`config.mk`:
```
export PLATFORM = sky130hd
export DESIGN_NAME = mem_arbiter_flat
export DESIGN_NICKNAME = d
export VERILOG_FILES = /design/src/rtl/cpu_types_pkg.sv /design/src/rtl/mem_arbiter_if.sv /design/src/rtl/rr_pick.sv /design/src/rtl/mem_arbiter.sv /design/src/flat_wrapper.sv
export SDC_FILE = /design/constraint.sdc
export NUM_CORES = 1
export LEC_CHECK = 0
export CAP_MARGIN = 10
export CORE_AREA = 2 2 169 171
export DETAILED_ROUTE_END_ITERATION = 10
export DIE_AREA = 0 0 171 173
export DONT_BUFFER_PORTS = 1
export GPL_ROUTABILITY_DRIVEN = 0
export HOLD_SLACK_MARGIN = 0.12
export PLACE_DENSITY_LB_ADDON = 0.08
export REMOVE_ABC_BUFFERS = 1
export SLEW_MARGIN = 10
export SYNTH_ARGS = -nofsm -noshare
export SYNTH_HDL_FRONTEND = slang
export SYNTH_HIERARCHICAL = 1
export SYNTH_SLANG_ARGS = --single-unit
```
`constraint.sdc`:
```
create_clock -name CLK -period 4.83 [get_ports CLK]
set_input_delay 0.7245 -clock CLK [delete_from_list [all_inputs] [get_ports CLK]]
set_output_delay 0.7245 -clock CLK [all_outputs]
set_load 0.05 [all_outputs]
```
`src/rtl/cpu_types_pkg.sv`:
```
// -----------------------------------------------------------------------------
// cpu_types_pkg
// Shared CPU/memory types for the dual-core memory path.
//   word_t      : 32-bit data/address word
//   ramstate_t  : state reported by the RAM each cycle
//   ERROR_FILL  : word returned to a core whose access ended in ERROR
// -----------------------------------------------------------------------------
package cpu_types_pkg;

    typedef logic [31:0] word_t;

    typedef enum logic [1:0] {
        FREE   = 2'd0,
        BUSY   = 2'd1,
        ACCESS = 2'd2,
        ERROR  = 2'd3
    } ramstate_t;

    localparam word_t ERROR_FILL = 32'hBAD1BAD1;

endpackage

```
`src/rtl/mem_arbiter_if.sv`:
```
// -----------------------------------------------------------------------------
// mem_arbiter_if
// Bus between two cores, the memory arbiter and a single-ported RAM.
//   core side : iREN/iaddr (fetch), dREN/dWEN/daddr/dstore (data),
//               iwait/dwait (stall), iload/dload (read data)
//   ram side  : ramREN/ramWEN/ramaddr/ramstore (command),
//               ramload/ramstate (response)
// Modports:
//   slave  : the arbiter's view
//   master : the environment's view (cores + RAM)
// -----------------------------------------------------------------------------
interface mem_arbiter_if;
    import cpu_types_pkg::*;

    logic [1:0]      iREN;
    word_t [1:0]     iaddr;
    logic [1:0]      dREN;
    logic [1:0]      dWEN;
    word_t [1:0]     daddr;
    word_t [1:0]     dstore;

    logic [1:0]      iwait;
    logic [1:0]      dwait;
    word_t [1:0]     iload;
    word_t [1:0]     dload;

    logic            ramREN;
    logic            ramWEN;
    word_t           ramaddr;
    word_t           ramstore;
    word_t           ramload;
    ramstate_t       ramstate;

    modport slave (
        input  iREN, iaddr, dREN, dWEN, daddr, dstore, ramload, ramstate,
        output iwait, dwait, iload, dload, ramREN, ramWEN, ramaddr, ramstore
    );

    modport master (
        output iREN, iaddr, dREN, dWEN, daddr, dstore, ramload, ramstate,
        input  iwait, dwait, iload, dload, ramREN, ramWEN, ramaddr, ramstore
    );

endinterface

```
`src/rtl/rr_pick.sv`:
```
// -----------------------------------------------------------------------------
// rr_pick
// Combinational winner select for the memory arbiter.
//   dreq[1:0]  in  : per-core data request (read or write)
//   ireq[1:0]  in  : per-core instruction request
//   rr         in  : core that wins a tie within a class
//   valid      out : some request is pending
//   core       out : winning core
//   dclass     out : 1 = winner is a data request, 0 = instruction
// Any data request beats any instruction request.
// -----------------------------------------------------------------------------
module rr_pick (
    input  logic [1:0] dreq,
    input  logic [1:0] ireq,
    input  logic       rr,
    output logic       valid,
    output logic       core,
    output logic       dclass
);

    // Lone requester wins; with both requesting the rr core wins.
    function automatic logic pick(input logic [1:0] req, input logic tie);
        return (req == 2'b11) ? tie : req[1];
    endfunction

    always_comb begin
        valid  = (|dreq) | (|ireq);
        dclass = |dreq;
        core   = dclass ? pick(dreq, rr) : pick(ireq, rr);
    end

endmodule

```
`src/rtl/mem_arbiter.sv`:
```
// -----------------------------------------------------------------------------
// mem_arbiter
// Shares one RAM port between the instruction and data paths of two cores.
// A winner picked in IDLE is registered, so the RAM sees the request one
// cycle after it appears. The grant lasts until the RAM reports ACCESS or
// ERROR, or until the owner drops its request; the arbiter then always
// passes through IDLE before granting again.
//   CLK            in  : system clock
//   nRST           in  : asynchronous active-low reset
//   bus (slave)        : core request/stall/load ports and RAM command/response
// Parameter RR_INIT: core holding round-robin priority after reset.
// -----------------------------------------------------------------------------
module mem_arbiter
    import cpu_types_pkg::*;
#(
    parameter logic RR_INIT = 1'b0
) (
    input  logic          CLK,
    input  logic          nRST,
    mem_arbiter_if.slave  bus
);

    typedef enum logic [1:0] {
        IDLE    = 2'd0,
        GRANT_D = 2'd1,
        GRANT_I = 2'd2
    } state_t;

    state_t state, next_state;
    logic   owner, next_owner;
    logic   rr,    next_rr;

    logic   pick_valid, pick_core, pick_dclass;
    logic   done;
    word_t  fill;

    rr_pick u_pick (
        .dreq   (bus.dREN | bus.dWEN),
        .ireq   (bus.iREN),
        .rr     (rr),
        .valid  (pick_valid),
        .core   (pick_core),
        .dclass (pick_dclass)
    );

    // ERROR ends the transfer like ACCESS but hands the core a marker word.
    assign done = (bus.ramstate == ACCESS) || (bus.ramstate == ERROR);
    assign fill = (bus.ramstate == ERROR) ? ERROR_FILL : bus.ramload;

    // NOTE: only control state is reset here; every output is decoded from
    // it, so forcing IDLE is enough to park the whole bus during reset.
    always_ff @(posedge CLK or negedge nRST) begin
        if (!nRST) begin
            state <= IDLE;
            owner <= 1'b0;
            rr    <= RR_INIT;
        end else begin
            // NOTE: non-blocking so every register samples pre-edge values.
            state <= next_state;
            owner <= next_owner;
            rr    <= next_rr;
        end
    end

    always_comb begin
        // NOTE: every output gets a default first so no path infers a latch.
        next_state   = state;
        next_owner   = owner;
        next_rr      = rr;
        bus.iwait    = 2'b11;
        bus.dwait    = 2'b11;
        bus.iload    = '0;
        bus.dload    = '0;
        bus.ramREN   = 1'b0;
        bus.ramWEN   = 1'b0;
        bus.ramaddr  = '0;
        bus.ramstore = '0;

        case (state)
            IDLE: begin
                if (pick_valid) begin
                    next_state = pick_dclass ? GRANT_D : GRANT_I;
                    next_owner = pick_core;
                end
            end

            GRANT_D: begin
                bus.ramaddr  = bus.daddr[owner];
                bus.ramstore = bus.dstore[owner];
                if (!(bus.dREN[owner] | bus.dWEN[owner])) begin
                    // Owner withdrew: strobes stay low, rr keeps its value.
                    next_state = IDLE;
                end else begin
                    // Write takes precedence so REN and WEN are never both set.
                    bus.ramWEN = bus.dWEN[owner];
                    bus.ramREN = bus.dREN[owner] & ~bus.dWEN[owner];
                    if (done) begin
                        bus.dwait[owner] = 1'b0;
                        bus.dload[owner] = fill;
                        next_state       = IDLE;
                        next_rr          = ~owner;
                    end
                end
            end

            GRANT_I: begin
                bus.ramaddr = bus.iaddr[owner];
                if (!bus.iREN[owner]) begin
                    next_state = IDLE;
                end else begin
                    bus.ramREN = 1'b1;
                    if (done) begin
                        bus.iwait[owner] = 1'b0;
                        bus.iload[owner] = fill;
                        next_state       = IDLE;
                        next_rr          = ~owner;
                    end
                end
            end

            default: begin
                next_state = IDLE;
            end
        endcase
    end

endmodule

```
`src/flat_wrapper.sv`:
```
// flat-port wrapper written by rule: the top's interface ports become plain ports
module mem_arbiter_flat import cpu_types_pkg::*;
#(
    parameter logic RR_INIT = 1'b0
)
  (CLK, nRST, bus_iREN, bus_iaddr, bus_dREN, bus_dWEN, bus_daddr, bus_dstore, bus_ramload, bus_ramstate, bus_iwait, bus_dwait, bus_iload, bus_dload, bus_ramREN, bus_ramWEN, bus_ramaddr, bus_ramstore);
  mem_arbiter_if bus_i ();
  input  logic CLK;
  input  logic nRST;
  input wire logic [$bits(bus_i.iREN)-1:0] bus_iREN;
  input wire logic [$bits(bus_i.iaddr)-1:0] bus_iaddr;
  input wire logic [$bits(bus_i.dREN)-1:0] bus_dREN;
  input wire logic [$bits(bus_i.dWEN)-1:0] bus_dWEN;
  input wire logic [$bits(bus_i.daddr)-1:0] bus_daddr;
  input wire logic [$bits(bus_i.dstore)-1:0] bus_dstore;
  input wire logic [$bits(bus_i.ramload)-1:0] bus_ramload;
  input wire logic [$bits(bus_i.ramstate)-1:0] bus_ramstate;
  output wire logic [$bits(bus_i.iwait)-1:0] bus_iwait;
  output wire logic [$bits(bus_i.dwait)-1:0] bus_dwait;
  output wire logic [$bits(bus_i.iload)-1:0] bus_iload;
  output wire logic [$bits(bus_i.dload)-1:0] bus_dload;
  output wire logic [$bits(bus_i.ramREN)-1:0] bus_ramREN;
  output wire logic [$bits(bus_i.ramWEN)-1:0] bus_ramWEN;
  output wire logic [$bits(bus_i.ramaddr)-1:0] bus_ramaddr;
  output wire logic [$bits(bus_i.ramstore)-1:0] bus_ramstore;
  assign bus_i.iREN = bus_iREN;
  assign bus_i.iaddr = bus_iaddr;
  assign bus_i.dREN = bus_dREN;
  assign bus_i.dWEN = bus_dWEN;
  assign bus_i.daddr = bus_daddr;
  assign bus_i.dstore = bus_dstore;
  assign bus_i.ramload = bus_ramload;
  assign bus_i.ramstate = bus_ramstate;
  assign bus_iwait = bus_i.iwait;
  assign bus_dwait = bus_i.dwait;
  assign bus_iload = bus_i.iload;
  assign bus_dload = bus_i.dload;
  assign bus_ramREN = bus_i.ramREN;
  assign bus_ramWEN = bus_i.ramWEN;
  assign bus_ramaddr = bus_i.ramaddr;
  assign bus_ramstore = bus_i.ramstore;
  mem_arbiter #(.RR_INIT(RR_INIT)) u_core (.CLK(CLK), .nRST(nRST), .bus(bus_i));
endmodule
```
# ---- Yosys cells after proc, flatten, opt, wreduce, memory -nomap -nowiden
# Cells that the tools add are included.
dict set report word_totals {
  register_bits 4
  inputBits 234
  word_cells 77
}
dict set report classes {
  magnitude_cmp 2
  eq_ne 9
  n_mux 47
  bitwise 8
  reduce_logical 8
}
# operator n
set op_table {}
lappend op_table {{$mux W64} 5}
lappend op_table {{$mux W32} 9}
lappend op_table {{$and A64 B64 Y64} 1}
lappend op_table {{$pmux W32 S2} 1}
lappend op_table {{$demux W32 S1} 1}
lappend op_table {{$mux W2} 10}
lappend op_table {{$mux W1} 17}
lappend op_table {{$eq A2 B2 Y1 const B} 5}
lappend op_table {{$ne A2 B1 Y1 const B} 3}
lappend op_table {{$pmux W2 S3} 1}
lappend op_table {{$pmux W1 S2} 2}
lappend op_table {{$reduce_or A2 Y1} 2}
lappend op_table {{$reduce_and A3 Y1} 1}
lappend op_table {{$eq A2 B1 Y1 const B} 1}
lappend op_table {{$logic_not A2 Y1} 1}
lappend op_table {{$lt A1 B2 Y1 const B} 1}
lappend op_table {{$not A1 Y1} 2}
lappend op_table {{$not A2 Y2} 1}
lappend op_table {{$or A1 B1 Y1} 2}
lappend op_table {{$or A2 B2 Y2} 1}
lappend op_table {{$reduce_and A2 Y1} 1}
lappend op_table {{$reduce_bool A2 Y1} 1}
lappend op_table {{$and A1 B1 Y1} 1}
lappend op_table {{$demux W1 S1} 1}
lappend op_table {{3 further kinds} 3}

# ---- Logic depth before layout (Yosys ltp)
# Gate-level depths: netlist of run 1.
dict set report depth {
  ltp_word 8
  depth_mapped 7
  mapped_depth_nobuf 6
}

# ---- Modules after synthesis
# Netlist of run 1, hierarchy kept.
# mod instances cells_each area_each_um2 seq_area_each_um2
set by_module_without_submodules {}
lappend by_module_without_submodules {mem_arbiter 1 444 2725.1 100.1}
lappend by_module_without_submodules {rr_pick 1 7 41.3 0.0}

# ---- Least setup slack after synthesis of run 1
# Ideal clock, no wire load.
dict set report synth_timing {
  path_kind {input -> output}
  start {input port bus_dWEN[1]}
  end {output port bus_ramREN}
  t_arrival_ps 2124
  path_slack_ps 1981
  stages 3
  path_cell_list {and3b_1 o21ai_0 a21boi_0}
}
dict set report synth_between {
  elab_chain_cells 6
}
# element line
set synth_lines {}
lappend synth_lines {{start, declared} flat_wrapper.sv:13} ;# input wire logic [$bits(bus_i.dWEN)-1:0] bus_dWEN;
lappend synth_lines {{$mux W1 (implied by the code) * (2 in series)} {mem_arbiter.sv:90, mem_arbiter.sv:96}}
lappend synth_lines {{$not A1 Y1} mem_arbiter.sv:96} ;# bus.ramREN = bus.dREN[owner] & ~bus.dWEN[owner];
lappend synth_lines {{$and A1 B1 Y1} mem_arbiter.sv:96}
lappend synth_lines {{$mux W1 *} mem_arbiter.sv:90} ;# if (!(bus.dREN[owner] | bus.dWEN[owner])) begin
lappend synth_lines {{$pmux W1 S2 *} mem_arbiter.sv:79} ;# case (state)
lappend synth_lines {{end, declared} flat_wrapper.sv:22} ;# output wire logic [$bits(bus_i.ramREN)-1:0] bus_ramREN;
# Mark *: on every way between the ends. The rest lies on a longest branch, timed or not. The select of a mux whose other input is x is not followed.

# ---- Worst setup path in the final report of run 1
dict set report layout_timing {
  start {register u_core.state[0]}
  end {output port bus_iload[24]}
}
dict set report layout_between {
  elab_chain_cells 2
}
# element line
set layout_lines {}
lappend layout_lines {{start, declared} mem_arbiter.sv:29} ;# state_t state, next_state;
lappend layout_lines {{start signal, assigned} mem_arbiter.sv:59} ;# state <= next_state;
lappend layout_lines {{$eq A2 B2 Y1} mem_arbiter.sv:79}
lappend layout_lines {{$mux W64} mem_arbiter.sv:79}
lappend layout_lines {{end, declared} flat_wrapper.sv:20} ;# output wire logic [$bits(bus_i.iload)-1:0] bus_iload;
# No other way between the ends.

==> flow_summary.json, run 1 <==
{
  "ys_ff_latch": 4,
  "whs_ps": 190,
  "timing.final.crit_share_pct": 70.8,
  "cts.sinks": 4,
  "area_growth_pct": 15.5,
  "cts_buffers": 3,
  "maxSlewHeadroom_pct": 28.8,
  "port_buffers": 0,
  "outcome": "complete, no violations",
  "worstPathRequired_ps": 4110,
  "multiInputGateArea_um2": 2430,
  "synth.area.top_cells": "mux2i_1, nor2_1, and2_1, o22ai_1, dfrtp_1",
  "coreArea_um2": 27600,
  "synth_edf_count": 0,
  "rows": 61,
  "routed_wl_um": 15400,
  "seq_area_um2": 104,
  "finalInstanceArea_um2": 3190,
  "layout_min_cycle_time_ps": 3420,
  "grt_max_degree": 54,
  "nets": 665,
  "ys_warn_count": 6,
  "top_level_ports": 432,
  "die_area_um2": 29600,
  "num_antenna_cells": 0,
  "gr-usage-met2_pct": 20.0,
  "finalSetupViolations": 0,
  "ir_drop_mv": 0.250,
  "synthCells": 451,
  "crit_fanout": 33,
  "drt-vias-per-instance": 4.02,
  "place.detailed.hpwl_um": 12900,
  "grt_pass1_vias": 3061,
  "ff2ff_path_depth": 5,
  "drive_above_1_share_pct": 5.16,
  "place_ws_ps": 1600,
  "grt.total_usage_pct": 9.26,
  "initial_utilization_pct": 10.0,
  "hold_path.class": "in -> async",
  "hold_viol_final": 0,
  "yosysUniqueCellTypes": 33,
  "powerDensity_nw_per_um2": 720,
  "criticalPathCategory": "reg -> out",
  "antenna_found_initial": 0,
  "synthArstFlopShare_pct": 100,
  "path_clk_slew_ps": 30,
  "dieHeight_um": 173,
  "grtUsageMet3_pct": 1.46,
  "syn_area_um2": 2770,
  "die_w_um": 171,
  "clock_skew_ps": 1.47,
  "syn_avg_cell_area_um2": 6.13,
  "place_area_um2": 3120,
  "p_leak_nw": 1.53,
  "synth_top_cell_by_area": "mux2i_1",
  "clock_latency_ps": 230,
  "layout_setup_ws_ps": 1410,
  "htreeDepth": 1,
  "cap_violations": 0,
  "worst_pin_slew_ps": 1060,
  "r2r-start": "u_core/state[0]",
  "grt_pass1_wl_um": 20600,
  "antenna_left": 0,
  "busiest_layer": "met2",
  "ys.flop_type": "dfrtp_1",
  "first_pass_iters": 4,
  "cp-end-kind": "primary output",
  "grtUsageMet1_pct": 9.01,
  "reg2reg_to": "u_core/rr",
  "dr_total_vias": 3231,
  "rsz0062_at_grt": "no",
  "cts_buffer_depth": 2,
  "dp_cells": 800,
  "synth_seq_area_share_pct": 3.62,
  "cts_root_buffer": "clkbuf_16",
  "slew_violations": 0,
  "post_cts_resized": 0,
  "fmax_ghz": 0.292,
  "grt_overflow": 0,
  "cts_setup_buffers": 0,
  "drt_iter0_drc": 94,
  "arrival_ps": 2700,
  "wl_per_cell_um": 19.2,
  "fill_cells": 3240,
  "drc": 0,
  "final_cells": 804,
  "cts_tree": "built",
  "yosysTopAreaCellShare_pct": 35.1,
  "cp-start-kind": "flop",
  "postCtsHoldBufs": 0,
  "final_cell_mix": "nor2_1, mux2i_1, and2_1",
  "rrSetupSlack_ps": 2600,
  "layout_commonest_cell": "nor2_1"
}
## cells by family (layout without fill, tap and decap cells)
logic type	count (synthesis)	count (layout)	synth area share (%)
flip-flops	4	4	3.62
multiplexers	99	99	35.9
buffers and inverters	46	21	8.77
AND/OR/NAND/NOR	255	255	39.8
adder cells (fa/ha/maj)	4	4	1.81
AO/OA/AOI/OAI	43	43	10.1
## area by class of cell
type / count / share of cell area (%)
Timing Repair Buffer: 11 / 2.59
Clock buffer: 4 / 2.47
Inverter: 6 / 0.705
Multi-Input combinational cell: 401 / 76.2
Tap cell: 378 / 14.8
Sequential cell: 4 / 3.25
## stage by stage
stage                     total power [mW]  TNS [ps]  utilization [%]
after CTS                             2.34         0             11.6
after global routing                  2.44         0             11.6
after floorplan                       1.99   -232450                -
after global placement                2.20         0             11.3
after detailed placement              2.20         0             11.3
final                                 2.30         0             11.6
## synthesized netlist by cell type (all sizes together), types with 2 or more instances
cell type	count
or3	2
nor2	180
nand4	2
mux2	2
inv	6
nor3b	3
buf	29
o221ai	2
o22ai	32
and2	34
nand3	2
dfrtp	4
ha	4
nand2	21
nor2b	4
or2	3
clkbuf	11
mux2i	97
o21ai	4
## flip-flops by register name, summed over array words and instances, names as in the netlist
| signal | cells |
|---|---|
| u_core/rr | 1 |
| u_core/owner | 1 |
| u_core/state | 2 |
## metal layers
layer	wire length, um	part of all wire (%)
met4	77	0.50
met3	1270	8.3
met5	0	0
met1	5320	34
met2	8750	57
## power breakdown
group	switching (mW)	leakage, nW	internal, mW
Sequential	0.0443	0.0465	0.0493
Combinational	1.63	1.44	0.438
Clock	0.0283	0.0382	0.109
Total	1.70	1.53	0.596
## worst max path at each step
| stage | start | to | slack [ps] | cells past startpoint |
|---|---|---|---|---|
| finish | u_core/state[0] | bus_iload[24] | 1410 | 4 |
| global route | u_core/state[0] | bus_iload[11] | 1190 | 4 |
| detailed placement | bus_ramstate[1] | bus_iload[21] | 1600 | 3 |
| floorplan | u_core/owner | bus_dload[32] | -2660 | 2 |
| global placement | bus_ramstate[1] | bus_iload[28] | 1630 | 3 |
| CTS | u_core/state[0] | bus_iload[21] | 1410 | 4 |
## worst max-delay path: stages, from the launching register on
cell and delay [ps]:
dfrtp_1 410, inv_1 110, ha_1 330, nand3_2 630, nor2_1 950
Note: power is estimated with default switching activity, not from simulation.
==> run 2, diff against run 1 <==
==> constraint.sdc (replaced) <==
create_clock -name CLK -period 3.4 [get_ports CLK]
set_input_delay 0.51 -clock CLK [delete_from_list [all_inputs] [get_ports CLK]]
set_output_delay 0.51 -clock CLK [all_outputs]
set_load 0.05 [all_outputs]
==> flow_summary.json, run 2 (synthesis results as in run 1) <==
{
  "initial_utilization_pct": 10.0,
  "die_w_um": 171,
  "drt-vias-per-instance": 3.97,
  "cp-start-kind": "flop",
  "hold_path.class": "in -> reg",
  "place_ws_ps": 675,
  "nets": 830,
  "cts_buffers": 3,
  "grt.total_usage_pct": 11.2,
  "busiest_layer": "met2",
  "die_area_um2": 29600,
  "fin_tns_setup_ps": 0,
  "final_cell_mix": "nor2_1, buf_4, mux2i_1",
  "powerDensity_nw_per_um2": 835,
  "place_area_um2": 4370,
  "crit_chain": "inv_1 -> ha_1 -> inv_2 -> buf_4 -> o22ai_1 -> and2_1",
  "wl_per_cell_um": 18.9,
  "rrSetupSlack_ps": 1130,
  "largest_reg_flops": 2,
  "worstHoldStart": "bus_ramstate[1]",
  "top_regs": "u_core/state: 2 flops, u_core/owner: 1 flops, u_core/rr: 1 flops",
  "cts_buffer_depth": 2,
  "postCtsHoldBufs": 1,
  "first_pass_iters": 4,
  "dieHeight_um": 173,
  "coreArea_um2": 27600,
  "cts_tree": "built",
  "clock_skew_ps": 0.288,
  "grt_overflow": 0,
  "grt_max_degree": 37,
  "worstPathRequired_ps": 2890,
  "holdPathStages": 3,
  "top_level_ports": 432,
  "layout_min_cycle_time_ps": 2950,
  "top_register": "u_core/state",
  "maxSlewHeadroom_pct": 47.2,
  "finalSetupViolations": 0,
  "finalInstanceArea_um2": 4470,
  "area_growth_pct": 61.4,
  "arrival_ps": 2440,
  "reg2reg_to": "u_core/rr",
  "layout_setup_ws_ps": 453,
  "layout_commonest_cell": "nor2_1",
  "r2r-start": "u_core/state[1]",
  "place.detailed.hpwl_um": 15600,
  "grt_pass1_wl_um": 24900,
  "grtUsageMet3_pct": 2.22,
  "hold_viol_final": 0,
  "antenna_left": 0,
  "port_buffers": 0,
  "cp-end-kind": "primary output",
  "drt_iter0_drc": 101,
  "dr_total_vias": 3853,
  "htreeDepth": 1,
  "holdPathEnd": "u_core/state[1]",
  "cts_setup_buffers": 0,
  "outcome": "complete, no violations",
  "post_cts_resized": 0,
  "worst_pin_slew_ps": 792,
  "cap_violations": 0,
  "fmax_ghz": 0.339,
  "path_clk_slew_ps": 30,
  "p_leak_nw": 2.42,
  "clock_latency_ps": 230,
  "cts_root_buffer": "clkbuf_16",
  "grt_pass1_vias": 3916,
  "total_power_mw": 3.73,
  "antenna_found_initial": 2,
  "gr-usage-met2_pct": 23.1,
  "grtUsageMet1_pct": 10.3,
  "slowest_delay_ps": 470,
  "utilization_pct": 16.2,
  "drc": 0,
  "timing.final.crit_share_pct": 86.7,
  "routed_wl_um": 18300,
  "criticalPathCategory": "reg -> out",
  "slew_violations": 0,
  "drive_above_1_share_pct": 31.5,
  "cts.sinks": 4,
  "ff2ff_path_depth": 6,
  "rsz0062_at_grt": "no",
  "crit_fanout": 36,
  "slowest_stage": "inv_2",
  "ir_drop_mv": 0.464,
  "rows": 61
}
-- run 2: per-stage QoR --
stage                     hold WS (ps)  std cells
after CTS                          482        969
final                              477        971
after global routing               514        971
after detailed placement           215        964
after floorplan                    214        411
after global placement             215        964
-- run 2: metal layers --
layer	share of wire, %	vias to the layer above
li1	-	1800
met2	54	289
met3	9.4	27
met4	3.5	0
met5	0	-
met1	33	1737
-- run 2: worst max path at each step --
stage,endpoint,start,cells after the start
floorplan,bus_dload[32],u_core/owner,2
global placement,bus_ramaddr[14],u_core/state[1],6
detailed placement,bus_ramaddr[24],u_core/state[1],6
CTS,bus_ramaddr[24],u_core/state[1],6
global route,bus_ramaddr[19],u_core/state[1],6
finish,bus_ramaddr[24],u_core/state[1],6
-- run 2: final cells by class --
type | count | area (um2)
Fill cell | 3248 | 23200
Multi-Input combinational cell | 401 | 2430
Timing Repair Buffer | 176 | 1350
Tap cell | 378 | 473
Sequential cell | 4 | 104
Clock buffer | 4 | 78.8
Inverter | 6 | 22.5
Antenna cell | 2 | 5.00
-- run 2: where the power goes --
| part | switching, mW | total, mW | internal [mW] |
|---|---|---|---|
| logic | 2.40 | 3.36 | 0.962 |
| registers | 0.102 | 0.171 | 0.0691 |
| clock network | 0.0391 | 0.195 | 0.155 |
| total | 2.54 | 3.73 | 1.19 |
-- run 2: worst max-delay path, delay by kind of cell, from the launching register on --
kind	cells	cell delay [ps]
flops	1	400
buf+inv	3	990
fa+ha+maj	1	270
compound gates	1	160
simple gates	1	360
==> run 3, diff against run 2 <==
--- a/config.mk
+++ b/config.mk
@@ -5,7 +5,7 @@
 export SDC_FILE = /design/constraint.sdc
 export NUM_CORES = 1
 export LEC_CHECK = 0
-export CAP_MARGIN = 10
+export CAP_MARGIN = 20
 export CORE_AREA = 2 2 169 171
 export DETAILED_ROUTE_END_ITERATION = 10
 export DIE_AREA = 0 0 171 173
==> results of run 3 <==
No change in the layout: final DEF, timing and power equal those of run 2.
